[src/rtl/lcd_pkg.sv]
// Shared definitions for the LCD responder: command opcodes/masks, FSM state encoding,
// and address-counter helpers for the two-line 16-character DDRAM layout.
package lcd_pkg;

  typedef enum logic [1:0] {
    ST_IDLE = 2'd0,
    ST_FILL = 2'd1,
    ST_BUSY = 2'd2
  } lcd_state_e;

  localparam logic [7:0] OPC_CLEAR     = 8'h01;
  localparam logic [7:0] MSK_CLEAR     = 8'hFF;
  localparam logic [7:0] OPC_HOME      = 8'h02;
  localparam logic [7:0] MSK_HOME      = 8'hFE;
  localparam logic [7:0] OPC_ENTRY     = 8'h04;
  localparam logic [7:0] MSK_ENTRY     = 8'hFC;
  localparam logic [7:0] OPC_DISP      = 8'h08;
  localparam logic [7:0] MSK_DISP      = 8'hF8;
  localparam logic [7:0] OPC_CURSOR    = 8'h10;
  localparam logic [7:0] MSK_CURSOR    = 8'hF8;
  localparam logic [7:0] OPC_SET_DDRAM = 8'h80;
  localparam logic [7:0] MSK_SET_DDRAM = 8'h80;

  localparam logic [7:0] BLANK_CHAR  = 8'h20;
  localparam logic [4:0] FILL_LAST   = 5'd31;

  localparam logic [6:0] AC_L0_FIRST = 7'h00;
  localparam logic [6:0] AC_L0_LAST  = 7'h0F;
  localparam logic [6:0] AC_L1_FIRST = 7'h40;
  localparam logic [6:0] AC_L1_LAST  = 7'h4F;

  function automatic logic is_op(input logic [7:0] d, input logic [7:0] opc,
                                 input logic [7:0] msk);
    return (d & msk) == opc;
  endfunction

  // Lines are 16 cells each; the counter jumps between line ends instead of walking the gap.
  function automatic logic [6:0] ac_step(input logic [6:0] ac, input logic inc);
    logic [6:0] r;
    if (inc) begin
      if (ac == AC_L0_LAST)      r = AC_L1_FIRST;
      else if (ac == AC_L1_LAST) r = AC_L0_FIRST;
      else                       r = ac + 7'd1;
    end else begin
      if (ac == AC_L0_FIRST)      r = AC_L1_LAST;
      else if (ac == AC_L1_FIRST) r = AC_L0_LAST;
      else                        r = ac - 7'd1;
    end
    return r;
  endfunction

  function automatic logic [4:0] ddram_idx(input logic [6:0] ac);
    return {ac[6], ac[3:0]};
  endfunction

  function automatic logic [6:0] set_ddram_ac(input logic [7:0] d);
    return {d[6], 2'b00, d[3:0]};
  endfunction

endpackage

[src/rtl/lcd_ddram.sv]
// 32x8 character RAM: one write port, two independent synchronous read ports
// (display scan and controller read-back). Contents are not reset.
module lcd_ddram (
  input  logic       clk,
  input  logic       we,
  input  logic [4:0] waddr,
  input  logic [7:0] wdata,
  input  logic [4:0] raddr_a,
  output logic [7:0] rdata_a,
  input  logic [4:0] raddr_b,
  output logic [7:0] rdata_b
);

  logic [7:0] mem [32];

  always_ff @(posedge clk) begin
    if (we) mem[waddr] <= wdata;
    rdata_a <= mem[raddr_a];
    rdata_b <= mem[raddr_b];
  end

endmodule

[src/rtl/lcd_responder.sv]
// HD44780-style LCD responder: synchronized bus, command/data decode, busy timing, 32-char DDRAM.
// Read-back of status and DDRAM is built only when LCD_RESPONDER_READ_EN is defined.
//
// state   | meaning
// ST_IDLE | ready; a write strobe is decoded and executed
// ST_FILL | clear in progress; one DDRAM cell blanked per cycle
// ST_BUSY | command executing; down-counter runs to terminal count
module lcd_responder
  import lcd_pkg::*;
#(
  parameter int BUSY_CYCLES  = 40,
  parameter int CLEAR_CYCLES = 1600
) (
  input  logic       clk,
  input  logic       rst,
  input  logic       e,
  input  logic       rs,
  input  logic       rw,
  input  logic [7:0] data_in,
  output logic [7:0] data_out,
  output logic       data_oe,
  output logic       busy,
  output logic       overrun,
  input  logic [4:0] scan_addr,
  output logic [7:0] scan_char
);

  localparam int CNT_MAX = (CLEAR_CYCLES > BUSY_CYCLES) ? CLEAR_CYCLES : BUSY_CYCLES;
  localparam int TW      = $clog2(CNT_MAX) + 1;
  localparam logic [TW-1:0] LD_BUSY  = TW'(BUSY_CYCLES - 1);
  localparam logic [TW-1:0] LD_CLEAR = TW'(CLEAR_CYCLES - 1);

  logic [10:0] sync1, sync2;
  logic        e_d;
  logic        e_s, rs_s, rw_s;
  logic [7:0]  data_s;
  logic        strobe, wr_stb;

  lcd_state_e  state, state_nx;
  logic [6:0]  ac, ac_nx;
  logic        id, id_nx;
  // Display-on bit is held for completeness; nothing inside the responder consumes it.
  logic        disp_on_unused, disp_nx;
  logic [TW-1:0] cnt, cnt_nx;
  logic [4:0]  fill_idx, fill_nx;

  logic        we;
  logic [4:0]  waddr;
  logic [7:0]  wdata;
  logic [4:0]  ac_idx;
`ifdef LCD_RESPONDER_READ_EN
  logic [7:0]  ac_char;
`else
  logic [7:0]  ac_char_unused;
`endif

  always_ff @(posedge clk) begin
    if (rst) begin
      sync1 <= '0;
      sync2 <= '0;
      e_d   <= 1'b0;
    end else begin
      sync1 <= {e, rs, rw, data_in};
      sync2 <= sync1;
      e_d   <= sync2[10];
    end
  end

  assign {e_s, rs_s, rw_s, data_s} = sync2;
  assign strobe = e_d & ~e_s;
  assign wr_stb = strobe & ~rw_s;
  assign busy   = (state != ST_IDLE);
  assign ac_idx = ddram_idx(ac);

  always_ff @(posedge clk) begin
    if (rst) begin
      state          <= ST_IDLE;
      ac             <= '0;
      id             <= 1'b1;
      disp_on_unused <= 1'b0;
      cnt            <= '0;
      fill_idx       <= '0;
      overrun        <= 1'b0;
    end else begin
      state          <= state_nx;
      ac             <= ac_nx;
      id             <= id_nx;
      disp_on_unused <= disp_nx;
      cnt            <= cnt_nx;
      fill_idx       <= fill_nx;
      if (wr_stb && busy) overrun <= 1'b1;
    end
  end

  always_comb begin
    state_nx = state;
    ac_nx    = ac;
    id_nx    = id;
    disp_nx  = disp_on_unused;
    cnt_nx   = cnt;
    fill_nx  = fill_idx;
    we       = 1'b0;
    waddr    = ac_idx;
    wdata    = data_s;
    case (state)
      ST_IDLE: begin
        if (wr_stb) begin
          state_nx = ST_BUSY;
          cnt_nx   = LD_BUSY;
          if (rs_s) begin
            we    = 1'b1;
            ac_nx = ac_step(ac, id);
          end else if (is_op(data_s, OPC_CLEAR, MSK_CLEAR)) begin
            ac_nx    = '0;
            id_nx    = 1'b1;
            fill_nx  = '0;
            state_nx = ST_FILL;
          end else if (is_op(data_s, OPC_HOME, MSK_HOME)) begin
            ac_nx  = '0;
            cnt_nx = LD_CLEAR;
          end else if (is_op(data_s, OPC_ENTRY, MSK_ENTRY)) begin
            id_nx = data_s[1];
          end else if (is_op(data_s, OPC_DISP, MSK_DISP)) begin
            disp_nx = data_s[2];
          end else if (is_op(data_s, OPC_CURSOR, MSK_CURSOR)) begin
            ac_nx = ac_step(ac, data_s[2]);
          end else if (is_op(data_s, OPC_SET_DDRAM, MSK_SET_DDRAM)) begin
            ac_nx = set_ddram_ac(data_s);
          end
        end
      end
      ST_FILL: begin
        we      = 1'b1;
        waddr   = fill_idx;
        wdata   = BLANK_CHAR;
        fill_nx = fill_idx + 5'd1;
        if (fill_idx == FILL_LAST) begin
          state_nx = ST_BUSY;
          cnt_nx   = LD_CLEAR;
        end
      end
      ST_BUSY: begin
        if (cnt == '0) state_nx = ST_IDLE;
        else           cnt_nx   = cnt - TW'(1);
      end
      default: state_nx = ST_IDLE;
    endcase
`ifdef LCD_RESPONDER_READ_EN
    // Data reads advance the counter even while a command is still executing.
    if (strobe && rw_s && rs_s) ac_nx = ac_step(ac, id);
`endif
  end

  lcd_ddram u_ddram (
    .clk     (clk),
    .we      (we),
    .waddr   (waddr),
    .wdata   (wdata),
    .raddr_a (scan_addr),
    .rdata_a (scan_char),
    .raddr_b (ac_idx),
`ifdef LCD_RESPONDER_READ_EN
    .rdata_b (ac_char)
`else
    .rdata_b (ac_char_unused)
`endif
  );

`ifdef LCD_RESPONDER_READ_EN
  always_ff @(posedge clk) begin
    if (rst) begin
      data_out <= '0;
      data_oe  <= 1'b0;
    end else if (e_s && rw_s) begin
      data_oe  <= 1'b1;
      data_out <= rs_s ? ac_char : {busy, ac};
    end else begin
      data_oe  <= 1'b0;
      data_out <= '0;
    end
  end
`else
  assign data_out = '0;
  assign data_oe  = 1'b0;
`endif

endmodule

[config.mk]
export PLATFORM = sky130hd
export DESIGN_NAME = lcd_responder
export DESIGN_NICKNAME = d
export VERILOG_FILES = /design/src/rtl/lcd_pkg.sv /design/src/rtl/lcd_ddram.sv /design/src/rtl/lcd_responder.sv
export SDC_FILE = /design/constraint.sdc
export NUM_CORES = 1
export LEC_CHECK = 0
export CAP_MARGIN = 20
export CORE_ASPECT_RATIO = 1.1
export CORE_MARGIN = 2
export CORE_UTILIZATION = 35
export CTS_CLUSTER_SIZE = 8
export DETAILED_ROUTE_END_ITERATION = 7
export DONT_BUFFER_PORTS = 1
export GPL_TIMING_DRIVEN = 0
export HOLD_SLACK_MARGIN = 0.08
export PLACE_DENSITY_LB_ADDON = 0.2
export SYNTH_ARGS = -nofsm -noshare
export SYNTH_HDL_FRONTEND = slang
export SYNTH_HIERARCHICAL = 1
export SYNTH_SLANG_ARGS = --single-unit
[constraint.sdc]
create_clock -name clk -period 3.1 [get_ports clk]
set_input_delay 0.62 -clock clk [delete_from_list [all_inputs] [get_ports clk]]
set_output_delay 0.62 -clock clk [all_outputs]
set_load 0.05 [all_outputs]
==> results of run 1 <==
power groups by stage:
stage	Sequential (W)	Clock (W)	Combinational, W
final	0.00474	0.00443	0.000853
after global routing	0.00474	0.00475	0.000946
after CTS	0.00474	0.00456	0.000864
after detailed placement	0.00482	0	0.000859
after global placement	0.00482	0	0.000831
after floorplan	0.00480	0	0.000642
final cells by class:
type / instances / area [um2] / area share
plain buffers: 47 / 248 / 0.0161
clock buffers: 78 / 1250 / 0.0811
clock inverters: 3 / 51.3 / 0.00333
inverters: 15 / 56.3 / 0.00365
multi-input cells: 399 / 4110 / 0.267
flip-flops and latches: 315 / 8870 / 0.576
well taps: 494 / 618 / 0.0401
repair buffers: 13 / 205 / 0.0133
per-stage QoR:
stage	setup TNS, ps	power, W	instance area (um2)
final	0	0.0100	15400
after detailed placement	-38480	0.00568	13800
after floorplan	0	0.00545	13100
after global routing	0	0.0104	15400
after CTS	-12750	0.0102	15200
after global placement	-83400	0.00565	13700
repair_timing:
action / CTS / global route
endpoints found under the setup margin: 253 / 246
buffers inserted: 0 / 7
gates resized for setup: 25 / 35
routing by layer:
layer | part of all wire | vias up | GRT usage
met5 | 0 | - | 0
met4 | 0.018 | 0 | 0.0456
met3 | 0.049 | 45 | 0.0256
met2 | 0.48 | 178 | 0.242
met1 | 0.46 | 3590 | 0.215
li1 | - | 3179 | -
path summary, 6_finish.rpt:
path / start / end / slack [ps] / depth (start not counted)
worst max-delay path: state[0]$_SDFFE_PP0P_ / u_ddram/mem[19][7]$_DFFE_PP_ / 230 / 8
worst min-delay path: data_in[2] / sync1[2]$_SDFF_PP0_ / 220 / 1
worst max register to register: state[0]$_SDFFE_PP0P_ / u_ddram/mem[19][7]$_DFFE_PP_ / 230 / 8
worst min register to register: sync1[0]$_SDFF_PP0_ / sync2[0]$_SDFF_PP0_ / 430 / 1
cells in the final DEF, fill, tap and decap left out, types with 20 or more instances in the layout:
| cell | count |
|---|---|
| buf_4 | 22 |
| a21oi_1 | 20 |
| edfxtp_1 | 256 |
| dfxtp_1 | 59 |
| clkbuf_1 | 52 |
| nor2_1 | 35 |
| clkbuf_16 | 45 |
| nor2b_1 | 25 |
| mux4_2 | 80 |
| nor2_4 | 24 |
flip-flops by register name, indices dropped and copies added, names as in the netlist:
name,count
ac,7
cnt,12
e_d,1
fill_idx,5
id,1
overrun,1
state,2
sync1,11
sync2,11
u_ddram/mem,256
u_ddram/rdata_a,8
worst max-delay path, stage by stage (launching register included):
cell,delay [ps]
dfxtp_1,340
inv_1,90
ha_1,140
clkbuf_1,310
and4bb_2,350
nand2_1,140
nand2_1,210
nand3_2,480
nor2_4,460
==> results.yml, run 1 <==
finish:
  final_core_util: 0.417
  instances_no_fill: 1364
  syn_to_final_growth_pct: 18.3
  drive_gt1_frac: 0.269
  layout.nets: 864
  num-fill-cells: 3275
  antenna_cells: 0
logic_synthesis:
  post_synth.cell_area_avg_um2: 16.9
  netlist_area_um2: 13000
  synthCells: 769
  synth-warning-count: 6
detailed_routing:
  wl_um: 28700
  ant_nets: 0
  routedWlPerCell_um: 21.0
  post-route-drc-count: 0
  vias: 6992
  via_per_inst: 5.13
  first_pass_iters: 5
  drt_iter0_drc: 575
global_routing:
  grt_max_degree: 33
  grt-ovfl-total: 0
  grt_pass1_vias: 7181
  antenna_found_initial: 0
  grt.total_usage: 0.152
  grt_pass1_wl_um: 44400
cts:
  ctsLongestPathBuffers: 3
  clkLatencyLatePin_ps: 540
  cts.hold.buffers_added: 0
  cts_num_sinks: 315
  clk_pin_slew_worst_paths_ps: 50
  root_buffer: "clkbuf_16"
  cts_tree: "done"
  h-tree-depth: 2
  numCtsBuffers: 45
power_and_ir_drop:
  swShare: 0.232
  p_leak_nw: 4.90
  clockPowerShare: 0.442
  p_int_w: 0.00770
  vdd_drop_max_mv: 0.366
  comb_power_share: 0.085
  power.density_nw_per_um2: 651
  p_sw_w: 0.00232
  seqPwrFrac: 0.473
sta:
  finalMaxSlewViolations: 0
  final.period_utilization: 0.926
  hold_slack_ps: 222
  fmaxAchievable_mhz: 348
  fin_skew_ps: 21.4
  maxSlewHeadroom: 0.373
  fin_ws_ps: 229
  period_needed_ps: 2870
  rsz0062_at_grt: "false"
  finalHoldViolCount: 0
  worst_pin_slew_ps: 941
  finalSetupViolations: 0
worst_setup_path:
  end_kind: "flop"
  crit_type: "reg -> reg"
  cp.arrival_ps: 3050
  start_kind: "flop"
  required_ps: 3280
  crit_path_max_fanout: 8
place:
  dp_cells: 1277
  gp_congestion: 0.834
  pre_cts_ws_ps: -375
  portBuffers: 0
  dp_hpwl_um: 19100
floorplan:
  rows: 74
  ios: 37
  dieArea_um2: 38800
  start_util: 0.353
  core_area_um2: 36900
  die_h_um: 206
  die_width_um: 188
status:
  status: "finished clean"
run:
  max-cap-violations: 0
min_path:
  hp-class: "in -> reg"
No activity file was read; power rests on OpenSTA's default activity.
==> inputs of run 2 (changes only) <==
--- a/config.mk
+++ b/config.mk
@@ -15,6 +15,7 @@
 export GPL_TIMING_DRIVEN = 0
 export HOLD_SLACK_MARGIN = 0.08
 export PLACE_DENSITY_LB_ADDON = 0.2
+export RECOVER_POWER = 100
 export SYNTH_ARGS = -nofsm -noshare
 export SYNTH_HDL_FRONTEND = slang
 export SYNTH_HIERARCHICAL = 1
==> run 2 against run 1 <==
  * The run now ends with max-capacitance violations, max-slew violations left
  * Count of clock-buffer cells in the layout unchanged
  * Design area down 0.76%
  * Via count up 0.24%
  * Register-to-register slack about the same
  * First-iteration DRC count up 2.3%
  * Critical path depth up 1
  * Power down 0.17%
  * Hold slack worse by 1.0 ps
  * Sequential cell count unchanged
  * Wire length up 0.35%
  * Clock power about the same
  * Largest cell class unchanged
  * Highest routed layer unchanged
==> results.yml, run 2 (synthesis gave the netlist of run 1 again) <==
finish:
  multi_input_area_um2: 4020
  drive_gt1_frac: 0.244
  antenna_cells: 0
  syn_to_final_growth_pct: 17.4
  instances_no_fill: 1364
  layout.nets: 864
  largest_reg_flops: 256
  area.sequential_um2: 8870
  final_cell_mix: "edfxtp_1 (256), mux4_2 (80), dfxtp_1 (59)"
  regMostFlops: "u_ddram/mem"
  final_core_util: 0.414
  top_regs: "u_ddram/mem x256, cnt x12"
  final_common_cell: "edfxtp_1"
  num-fill-cells: 3297
sta:
  fin_skew_ps: 21.2
  finalMaxSlewViolations: 17
  fmaxAchievable_mhz: 349
  period_needed_ps: 2870
  hold_slack_ps: 221
  setup-tns-final_ps: 0
  finalSetupViolations: 0
  maxSlewHeadroom: -0.0296
  worst_pin_slew_ps: 1540
  rsz0062_at_grt: "false"
  final.period_utilization: 0.925
  finalHoldViolCount: 0
power_and_ir_drop:
  vdd_drop_max_mv: 0.366
  p_leak_nw: 4.88
  power.density_nw_per_um2: 654
  power_w: 0.0100
status:
  status: "finished with violations"
  violations: "max-capacitance violations, max-slew violations"
global_routing:
  grt-ovfl-total: 0
  grt_pass1_wl_um: 44400
  grt_max_degree: 33
  grt_util_met2: 0.242
  antenna_found_initial: 0
  grt.total_usage: 0.152
  gr-usage-met1: 0.215
  grt_busiest_layer: "met2"
  grt_pass1_vias: 7181
  use_met3: 0.0256
min_path:
  hp-class: "in -> reg"
  hold_path_depth: 1
  hold_start: "rs"
  holdPathEnd: "sync1[9]$_SDFF_PP0_"
worst_setup_path:
  cp.arrival_ps: 3030
  r2r_setup_slack_ps: 230
  start_kind: "flop"
  end_kind: "flop"
  r2r-start: "state[0]$_SDFFE_PP0P_"
  rr_endpoint: "u_ddram/mem[21][0]$_DFFE_PP_"
  required_ps: 3260
  crit_type: "reg -> reg"
  worst_r2r_path_depth: 9
  crit_path_max_fanout: 8
detailed_routing:
  wl_um: 28800
  first_pass_iters: 5
  vias: 7009
  drt_iter0_drc: 588
  post-route-drc-count: 0
  routedWlPerCell_um: 21.1
  ant_nets: 0
  via_per_inst: 5.14
place:
  gp_congestion: 0.834
  portBuffers: 0
  dp_hpwl_um: 19100
  dp_cells: 1277
floorplan:
  ios: 37
  die_width_um: 188
  start_util: 0.353
  rows: 74
  die_h_um: 206
  core_area_um2: 36900
  dieArea_um2: 38800
cts:
  clkLatencyLatePin_ps: 540
  cts_num_sinks: 315
  numCtsBuffers: 45
  clk_pin_slew_worst_paths_ps: 50
  root_buffer: "clkbuf_16"
  h-tree-depth: 2
  cts_tree: "done"
  ctsLongestPathBuffers: 3
run:
  max-cap-violations: 1
## run 2: worst max-delay path: stages (launching register included)
cell and delay (ps):
dfxtp_1 340, inv_1 90, ha_1 140, clkbuf_1 290, and4bb_1 350, nand2_1 160, nand2_1 210, nand3b_1 100
clkbuf_4 250, nor2_1 570
## run 2: what timing repair did
| item | CTS | global route |
|---|---|---|
| endpoints found under the setup margin | 253 | 246 |
| gates resized for setup | 25 | 35 |
| setup buffers | 0 | 7 |
| hold buffers | 0 | 0 |
## run 2: cell type report
class	count	share of cell area
Sequential cell	315	0.580
Multi-Input combinational cell	399	0.263
Clock buffer	78	0.0817
Tap cell	494	0.0404
Buffer	47	0.0160
Timing Repair Buffer	13	0.0120
Inverter	15	0.00368
Clock inverter	3	0.00335
## run 2: power by group
group	leakage (nW)	total, W	switching [W]	internal [W]
logic	1.42	0.000834	0.000492	0.000342
registers	2.84	0.00474	0.000109	0.00463
clock network	0.616	0.00444	0.00172	0.00272
total	4.88	0.0100	0.00232	0.00769
## run 2: stage by stage
step           setup slack (ps)  instance area, um2
2_1_floorplan               500               13100
3_3_place_gp               -661               13700
3_5_place_dp               -375               13800
4_1_cts                    -143               15200
5_1_grt                    38.7               15300
6_report                    231               15300
## run 2: worst max path at each step
stage	endpoint	startpoint	depth (start not counted)	slack [ps]
2_1_floorplan	u_ddram/mem[0][0]$_DFFE_PP_	state[0]$_SDFFE_PP0P_	9	500
5_1_grt	u_ddram/mem[21][4]$_DFFE_PP_	state[0]$_SDFFE_PP0P_	9	40
3_5_place_dp	u_ddram/mem[4][4]$_DFFE_PP_	state[0]$_SDFFE_PP0P_	9	-380
4_1_cts	u_ddram/mem[1][5]$_DFFE_PP_	state[0]$_SDFFE_PP0P_	8	-140
6_report	u_ddram/mem[21][0]$_DFFE_PP_	state[0]$_SDFFE_PP0P_	9	230
3_3_place_gp	u_ddram/mem[0][2]$_DFFE_PP_	sync2[2]$_SDFF_PP0_	3	-660
## run 2: routing by layer
metal | up-vias | wire (um) | part of all wire
li1 | 3182 | - | -
met1 | 3600 | 13200 | 0.46
met2 | 179 | 13700 | 0.47
met3 | 48 | 1370 | 0.048
met4 | 0 | 553 | 0.019
met5 | - | 0 | 0
==> inputs of run 3 (changes only) <==
--- a/config.mk
+++ b/config.mk
@@ -5,6 +5,7 @@
 export SDC_FILE = /design/constraint.sdc
 export NUM_CORES = 1
 export LEC_CHECK = 0
+export ABC_AREA = 1
 export CAP_MARGIN = 20
 export CORE_ASPECT_RATIO = 1.1
 export CORE_MARGIN = 2
==> run 3 against run 2 <==
  * The flow still finishes with violations (max-capacitance violations, max-slew violations)
  * Power increased by 11%
  * Wire length increased by 27%
  * Final cell count increased by 47%
  * Sequential share of layout area decreased by 3.5 points
  * Clock skew decreased by 4.0 ps
  * Utilization increased by 0.11 points
  * Critical endpoint is now u_ddram/mem[22][0]$_DFFE_PP_
==> results.yml, run 3 <==
worst_setup_path:
  required_ps: 3310
  worst_path_largest_cell_delay_ps: 840
  r2r_setup_slack_ps: 180
  end_kind: "flop"
  crit_path_max_fanout: 8
  worst_r2r_path_depth: 6
  cpMaxStageDelayCell: "o31ai_2"
  rr_endpoint: "u_ddram/mem[22][0]$_DFFE_PP_"
  r2r-start: "state[0]$_SDFFE_PP0P_"
  worstPathCellList: "inv_1 > ha_1 > inv_1 > o31ai_2 > nand3_4 > nor2_4"
  start_kind: "flop"
  crit_type: "reg -> reg"
  cp.arrival_ps: 3130
  critical_path.most_common_cell: "inv_1"
cts:
  root_buffer: "clkbuf_16"
  h-tree-depth: 2
  clk_pin_slew_worst_paths_ps: 50
  ctsLongestPathBuffers: 3
  numCtsBuffers: 45
  cts_tree: "done"
  cts_num_sinks: 315
  clkLatencyLatePin_ps: 560
  cts.hold.buffers_added: 0
place:
  gp_congestion: 0.895
  dp_cells: 1934
  portBuffers: 0
  dp_hpwl_um: 24500
min_path:
  holdPathEnd: "sync1[9]$_SDFF_PP0_"
  hp-class: "in -> reg"
  hold_path_depth: 2
  hold_start: "rs"
finish:
  regMostFlops: "u_ddram/mem"
  drive_gt1_frac: 0.129
  num-fill-cells: 3816
  final_common_cell: "nand2_1"
  largest_reg_flops: 256
  antenna_cells: 0
  syn_to_final_growth_pct: 16.7
  top_regs: "u_ddram/mem x256, cnt x12"
  instances_no_fill: 2010
  layout.nets: 1504
  final_cell_mix: "nand2_1 (472), edfxtp_1 (256), nand3_1 (227)"
sta:
  rsz0062_at_grt: "false"
  final.period_utilization: 0.941
  finalSetupViolations: 0
  fmaxAchievable_mhz: 343
  maxSlewHeadroom: -0.106
  fin_skew_ps: 17.2
  period_needed_ps: 2920
  worst_pin_slew_ps: 1650
  finalHoldViolCount: 0
  finalMaxSlewViolations: 33
power_and_ir_drop:
  p_leak_nw: 6.28
  power.density_nw_per_um2: 683
  power_w: 0.0111
  vdd_drop_max_mv: 0.467
logic_synthesis:
  netlist_area_um2: 13900
  synth-warning-count: 6
  synthCells: 1417
  post_synth.cell_area_avg_um2: 9.83
floorplan:
  start_util: 0.356
  rows: 76
  ios: 37
  die_h_um: 213
  core_area_um2: 39200
  die_width_um: 194
  dieArea_um2: 41400
detailed_routing:
  first_pass_iters: 5
  ant_nets: 0
  drt_iter0_drc: 842
  wl_um: 36600
  via_per_inst: 4.89
  routedWlPerCell_um: 18.2
  vias: 9833
  post-route-drc-count: 0
global_routing:
  grt-ovfl-total: 0
  antenna_found_initial: 0
  grt.total_usage: 0.178
  grt_max_degree: 33
  grt_pass1_wl_um: 55100
  grt_pass1_vias: 9516
run:
  max-cap-violations: 1
status:
  status: "finished with violations"
  violations: "max-capacitance violations, max-slew violations"
run 3: metrics by stage:
stage	hold WS [ps]	instance area, um2	utilization	setup slack [ps]	TNS [ps]
5_1_grt	159	16300	0.415	20.2	0
2_1_floorplan	388	14000	-	706	0
3_3_place_gp	392	14600	0.373	-983	-201730
4_1_cts	147	16200	0.412	-125	-6910
3_5_place_dp	392	14700	0.375	-690	-121100
6_report	179	16300	0.415	183	0
run 3: metal layers:
layer | up-vias | share of wire | global-route usage | wire length [um]
met1 | 4634 | 0.44 | 0.234 | 16200
met3 | 83 | 0.057 | 0.0276 | 2070
li1 | 4846 | - | - | -
met5 | - | 0 | 0 | 0
met4 | 0 | 0.040 | 0.0841 | 1460
met2 | 270 | 0.46 | 0.289 | 16900
run 3: critical path, delay by kind of cell, from the launching register on:
family / cells / cell delay, ps
compound gates: 1 / 840
fa+ha+maj: 1 / 210
buf+inv: 2 / 380
flops: 1 / 330
simple gates: 2 / 830
run 3: worst max-delay path by stage:
stage	start	end	slack, ps	cells after the start
after floorplan	state[1]$_SDFFE_PP0P_	u_ddram/mem[10][0]$_DFFE_PP_	710	8
after global placement	state[1]$_SDFFE_PP0P_	u_ddram/mem[26][3]$_DFFE_PP_	-980	5
after detailed placement	state[1]$_SDFFE_PP0P_	u_ddram/mem[19][1]$_DFFE_PP_	-690	8
after CTS	state[1]$_SDFFE_PP0P_	u_ddram/mem[14][5]$_DFFE_PP_	-130	8
after global routing	state[0]$_SDFFE_PP0P_	u_ddram/mem[23][4]$_DFFE_PP_	20	6
final	state[0]$_SDFFE_PP0P_	u_ddram/mem[22][0]$_DFFE_PP_	180	6
run 3: layout make-up:
cell class                      instances  area [um2]  area share
Buffer                                 74         503      0.0309
Timing Repair Buffer                    4        47.5     0.00292
Inverter                               83         313      0.0192
Multi-Input combinational cell        953        4610       0.284
Tap cell                              507         634      0.0390
Clock buffer                           73        1270      0.0783
Sequential cell                       315        8870       0.545
Clock inverter                          1        8.76    0.000539
run 3: what timing repair did:
action	in CTS	in global routing
endpoints found under the setup margin	256	256
cloned	0	0
resized for setup	51	33
setup buffers	0	2
pin swaps	0	3
run 3: power by group:
part	switching, W	internal, W
Sequential	0.000128	0.00478
Combinational	0.00126	0.000453
Clock	0.00173	0.00276
